<file path="src/rtl/tc_ps_gp_pkg.sv">
// Shared constants and encodings for the PS GP0 status-register read path.
package tc_ps_gp_pkg;

  localparam int WTH_ADDR = 32;
  localparam int WTH_ADDL = 10;

  localparam logic [1:0] RESP_OKAY   = 2'b00;
  localparam logic [1:0] RESP_SLVERR = 2'b10;

  typedef enum logic [2:0] {
    GLOBAL  = 3'd0,
    CAPTURE = 3'd1,
    LASER   = 3'd2,
    BUS     = 3'd3,
    OTHER   = 3'd4
  } grp_e;

  typedef enum logic [1:0] {
    IDLE = 2'd0,
    WAIT = 2'd1,
    RESP = 2'd2
  } state_e;

endpackage

</file>
<file path="src/rtl/tc_ps_gp_axi_rd.sv">
// AXI4-Lite read front end: byte address -> {group, index} word address,
// waits out the read-mux latency, returns the word; unknown groups get SLVERR.
module tc_ps_gp_axi_rd
  import tc_ps_gp_pkg::*;
#(
  parameter int RD_LAT     = 2,
  parameter int NUM_GROUPS = 5,
  parameter int WTH_ADDL   = 10
) (
  input  logic        clk,
  input  logic        rst,
  input  logic [31:0] s_araddr,
  input  logic [2:0]  s_arprot,
  input  logic        s_arvalid,
  output logic        s_arready,
  output logic [31:0] s_rdata,
  output logic [1:0]  s_rresp,
  output logic        s_rvalid,
  input  logic        s_rready,
  output logic [31:0] rd_addr,
  input  logic [31:0] rd_data,
  output logic [15:0] err_cnt
);

  localparam int WTH_GRP = WTH_ADDR - WTH_ADDL - 2;
  localparam logic [WTH_GRP-1:0] GRP_LIMIT = WTH_GRP'(NUM_GROUPS);

  state_e state, state_nxt;
  logic [3:0]         cnt;
  logic               err_flag;
  logic [WTH_GRP-1:0] grp;
  logic               ar_hs, cap;
  logic               unused_bits;

  assign unused_bits = ^{s_arprot, s_araddr[1:0]};
  assign grp         = s_araddr[WTH_ADDR-1:WTH_ADDL+2];

  // s_arready depends only on state and rst, never on the incoming valids
  assign s_arready = (state == IDLE) && !rst;
  assign s_rvalid  = (state == RESP);
  assign ar_hs     = s_arready && s_arvalid;
  assign cap       = (state == WAIT) && (cnt == 4'd0);

  always_ff @(posedge clk or posedge rst) begin
    if (rst) state <= IDLE;
    else     state <= state_nxt;
  end

  always_comb begin
    state_nxt = state;
    case (state)
      IDLE:    if (s_arvalid) state_nxt = WAIT;
      WAIT:    if (cnt == 4'd0) state_nxt = RESP;
      RESP:    if (s_rready) state_nxt = IDLE;
      default: state_nxt = IDLE;
    endcase
  end

  always_ff @(posedge clk or posedge rst) begin
    if (rst) begin
      rd_addr  <= '0;
      err_flag <= 1'b0;
      cnt      <= '0;
      s_rdata  <= '0;
      s_rresp  <= RESP_OKAY;
      err_cnt  <= '0;
    end else if (ar_hs) begin
      rd_addr  <= {2'b00, s_araddr[WTH_ADDR-1:2]};
      err_flag <= (grp >= GRP_LIMIT);
      cnt      <= 4'(RD_LAT);
    end else if (state == WAIT) begin
      if (!cap) begin
        cnt <= cnt - 4'd1;
      end else begin
        // bad groups still pay the full latency so timing doesn't leak the map
        s_rdata <= err_flag ? 32'd0 : rd_data;
        s_rresp <= err_flag ? RESP_SLVERR : RESP_OKAY;
        if (err_flag && err_cnt != 16'hFFFF) err_cnt <= err_cnt + 16'd1;
      end
    end
  end

endmodule
</file>
<file path="config.mk">
export PLATFORM = sky130hd
export DESIGN_NAME = tc_ps_gp_axi_rd
export DESIGN_NICKNAME = d
export VERILOG_FILES = /design/src/rtl/tc_ps_gp_pkg.sv /design/src/rtl/tc_ps_gp_axi_rd.sv
export SDC_FILE = /design/constraint.sdc
export NUM_CORES = 1
export LEC_CHECK = 0
export CAP_MARGIN = 25
export CORE_ASPECT_RATIO = 1.5
export CORE_MARGIN = 3
export CORE_UTILIZATION = 44
export CTS_BUF_LIST = sky130_fd_sc_hd__clkbuf_8
export DETAILED_ROUTE_END_ITERATION = 7
export PLACE_DENSITY = 0.82
export SKIP_CTS_REPAIR_TIMING = 1
export SKIP_LAST_GASP = 1
export SYNTH_ARGS = -nofsm -noshare
export SYNTH_HDL_FRONTEND = slang
export SYNTH_SLANG_ARGS = --single-unit
</file>
<file path="constraint.sdc">
create_clock -name clk -period 4 [get_ports clk]
set_input_delay 1 -clock clk [delete_from_list [all_inputs] [get_ports clk]]
set_output_delay 1 -clock clk [all_outputs]
set_load 0.1 [all_outputs]
</file>
=== After elaboration in Yosys (flattened, before gate mapping) ===
Cells that the tools add are included.

* Register bits after elaboration: 87
* Output and inout bits: 84

* Muxes and demuxes: 9
* Order comparisons: 1
* $add $sub $neg: 2
* Bitwise gates (word level): 1
* Equal/unequal tests: 7
* Reduce and logical (&&, ||, !) cells: 12

{| class="wikitable"
|+ Operators by type and width
! kind !! count
|-
| 2-to-1 mux 32 bit || 1
|-
| greater-or-equal comparator 20 x 3 -> 1 bit (second input constant) || 1
|-
| adder 16 x 1 -> 16 bit (second input constant) || 1
|-
| inequality test 16 bit (second input constant) || 1
|-
| 2-to-1 mux 4 bit || 3
|-
| 2-to-1 mux 2 bit || 4
|-
| inequality test 2 bit (second input constant) || 3
|-
| one-hot mux 2 bit (3 select lines) || 1
|-
| AND reduction 3 bit || 2
|-
| logical AND 1 bit || 4
|-
| logical NOT 4 bit || 1
|-
| AND reduction 4 bit || 1
|-
| subtractor 4 x 1 -> 4 bit (second input constant) || 1
|-
| equality test 2 x 1 -> 1 bit (second input constant) || 1
|-
| equality test 2 bit (second input constant) || 1
|-
| logical NOT 2 bit || 1
|-
| inequality test 2 x 1 -> 1 bit (second input constant) || 1
|-
| AND reduction 2 bit || 1
|-
| nonzero test 2 bit || 1
|-
| logical NOT 1 bit || 1
|-
| NOT 1 bit || 1
|}

=== Longest topological paths before layout ===
* Depth in word-level cells: 5
* Depth in mapped cells: 8
* Depth with buffers taken out: 6

=== Least setup slack after synthesis ===
No wires, ideal clock.

* Kind: input-to-output
* Start: input port rst
* End: output port s_arready
* Data arrival time: 3.027 ns
* Required time: 3.000 ns
* Path slack: -0.027 ns
* Path buffers: 0
* Stages on the path: 1
* Cell sequence: nor3_1

* Longest elaborated chain between the ends: 2

{| class="wikitable"
|+ Ends and longest elaborated chain
! element !! line !! text
|-
| start: declaration || tc_ps_gp_axi_rd.sv:11 || <nowiki>input logic rst,</nowiki>
|-
| logical NOT 1 bit (no line) || - ||
|-
| logical AND 1 bit || tc_ps_gp_axi_rd.sv:39 || <nowiki>assign s_arready = (state == IDLE) && !rst;</nowiki>
|-
| end: declaration || tc_ps_gp_axi_rd.sv:15 || <nowiki>output logic s_arready,</nowiki>
|}

Every way passes these cells.

=== Worst setup path in the final report ===
* Start: register err_cnt[2]
* End: output port err_cnt[2]

{| class="wikitable"
|+ RTL lines
! element !! line !! text
|-
| start: declaration || tc_ps_gp_axi_rd.sv:22 || <nowiki>output logic [15:0] err_cnt</nowiki>
|-
| start signal: assignment || tc_ps_gp_axi_rd.sv:78 || <nowiki>if (err_flag && err_cnt != 16'hFFFF) err_cnt <= err_cnt + 16'd1;</nowiki>
|}

No word-level cell between the ends.

==> impl_metrics.yaml <==
outcome:
  status: "finished, final reports clean"
finish:
  fillers: 648
  multiInputGateArea_um2: 1500
  mostFrequentLayoutCell: "clkdlybuf4s50_1"
  drive_gt1_share_pct: 11.1
  final_cell_mix: "clkdlybuf4s50_1, dfrtp_1, nand2_1, nand2b_1, o21ai_0"
  antenna_cells: 0
  fin_nets: 546
  stdcell_count: 581
  area_growth_syn_to_layout_pct: 45.1
  regArea_um2: 2150
worst_hold_path:
  hold_path.class: "register to register"
timing:
  slew_viol_final: 0
  slew_headroom_pct: 31.7
  timing.final.crit_share_pct: 76.7
  finClkSkew_ns: 0.00813
  tns_ns: 0
  worst_pin_slew_ns: 1.02
  setup_viol_count_final: 0
  post-route-min-period_ns: 3.07
  hold_viol_final: 0
  rsz0062_at_grt: "false"
  clock.fmax_mhz: 326
critical_path:
  arrival_ns: 2.07
  worstPathMaxFanout: 7
  criticalPathCategory: "register to primary output"
  crit_path_max_incr_delay_ns: 1.21
  crit_chain: "clkdlybuf4s50_1"
  cp_num_buf_inv: 1
  worst_setup_path_start_kind: "register"
  cp_slowest_cell: "clkdlybuf4s50_1"
  cp_top_family: "buffers and inverters"
  critPathCaptureType: "primary output"
  required_ns: 3.00
global_routing:
  grt_pass1_vias: 3113
  grt_use_total_pct: 19.7
  grt_max_degree: 67
  grt_pass1_wl_mm: 14.7
  antenna_found_initial: 0
  overflow: 0
logic_synthesis:
  ys.flop_type: "dfrtp_1"
  ys_ff_latch: 86
  synth_area_um2: 3760
  synth-edff-count: 0
  post_synth_num_cell_types: 37
  yosys_warnings: 0
  synth-seq-area-share_pct: 57.3
  async_flop_share_pct: 100
  syn_inst: 328
  synthesis.area_per_instance_um2: 11.5
run:
  drv_cap: 0
floorplanning:
  start_util_pct: 46.1
  placementRows: 40
  fp.dieH_um: 119
  die_width_um: 81.5
  io-pin-count: 155
  dieArea_um2: 9710
  core_area_um2: 8160
clocking:
  h-tree-depth: 3
  clock_sinks: 86
  clockBufferDepth: 2
  cts-root-buf: "clkbuf_8"
  cts_buffers: 9
  cts_tree: "yes"
  path_clk_slew_ns: 0.07
  clkLatencyLatePin_ns: 0.35
detailed_routing:
  drtIter0Drc: 178
  viasPerCell: 4.97
  wl_per_cell_um: 15.4
  ant_nets: 0
  drtPass1Iterations: 4
  routed_wl_mm: 8.94
  dr_total_vias: 2888
  drc: 0
placement:
  post-dp-hpwl_mm: 6.74
  dpl.cell_count: 565
  gp_congestion: 0.818
  port_buffers: 146
[kinds of logic after synthesis]
group | Yosys count | synth area share, %
xor+xnor | 17 | 3.96
compound gates | 38 | 5.19
mux | 31 | 9.29
flops | 86 | 57.3
buf+inv | 22 | 3.30
fa+ha+maj | 3 | 0.999
simple gates | 130 | 19.9
other cells | 1 | 0.0998
[synthesized netlist by cell type (2+ instances only)]
master / count / area, um2
and2_1: 2 / 12.5
xnor2_1: 11 / 96.3
nor3_1: 6 / 30.0
a21oi_1: 2 / 10.0
nor2_1: 7 / 26.3
nand2b_1: 34 / 213
nor4_4: 2 / 42.5
nand4_1: 8 / 50.1
buf_4: 3 / 22.5
inv_1: 4 / 15.0
o21ai_0: 32 / 160
nand2_1: 42 / 158
clkbuf_1: 11 / 41.3
and4_1: 4 / 35.0
xor2_1: 6 / 52.6
nand3_1: 11 / 55.1
mux2_2: 29 / 327
nor4_1: 3 / 18.8
dfrtp_1: 86 / 2150
buf_6: 4 / 45.0
o21ai_1: 2 / 10.0
ha_1: 3 / 37.5
mux2_1: 2 / 22.5
[worst register-to-register path, stage by stage (launching register included)]
cell and delay [ns]:
dfrtp_1 0.96, nand3_1 0.38, nor2_1 0.34, mux2_1 0.35
[stage by stage]
step           area [um2]  setup slack (ns)  hold WS, ns  util [%]
4_1_cts              5430             0.901        0.489      66.6
3_5_place_dp         5280             0.905        0.471      64.7
3_3_place_gp         5280             0.954        0.463      64.7
2_1_floorplan        3770             0.778        0.483         -
6_report             5450             0.931        0.484      66.8
5_1_grt              5450             0.861        0.505      66.8
[sequential cells by signal (all words and copies together) (netlist names)]
register / flops
s_rdata: 32
rd_addr: 30
err_cnt: 16
cnt: 4
state: 2
err_flag: 1
s_rresp: 1
[worst paths after layout]
kind | cells after the start | from | slack [ns] | to
max | 1 | err_cnt[2]$_DFFE_PP0P_ | 0.93 | err_cnt[2]
min reg2reg | 2 | s_rdata[4]$_DFFE_PP0P_ | 0.48 | s_rdata[4]$_DFFE_PP0P_
max in group asynchronous | 3 | rst | 2.09 | s_rdata[25]$_DFFE_PP0P_
max reg2reg | 3 | err_flag$_DFFE_PP0P_ | 1.86 | err_cnt[1]$_DFFE_PP0P_
min | 2 | s_rdata[4]$_DFFE_PP0P_ | 0.48 | s_rdata[4]$_DFFE_PP0P_
min in group asynchronous | 2 | rst | 1.23 | state[1]$_DFFE_PP0P_
[final cells by class]
cell class,count,share of cell area (%)
sequential,86,39.5
timing repair buffer,149,27.6
multi-input combinational,222,27.5
tap,105,2.41
clock buffer,9,2.27
clock inverter,6,0.482
inverter,4,0.298
[routing by layer]
| metal | GRT usage, % | vias up | routed length [um] |
|---|---|---|---|
| li1 | - | 1393 | - |
| met1 | 21.7 | 1372 | 3230 |
| met2 | 32.5 | 111 | 4700 |
| met3 | 8.70 | 12 | 885 |
| met4 | 7.72 | 0 | 134 |
| met5 | 0 | - | 0 |
Power is left out: the tool's default activity adds up to more than one toggle a clock period on the data nets, which glitch-free logic cannot reach.
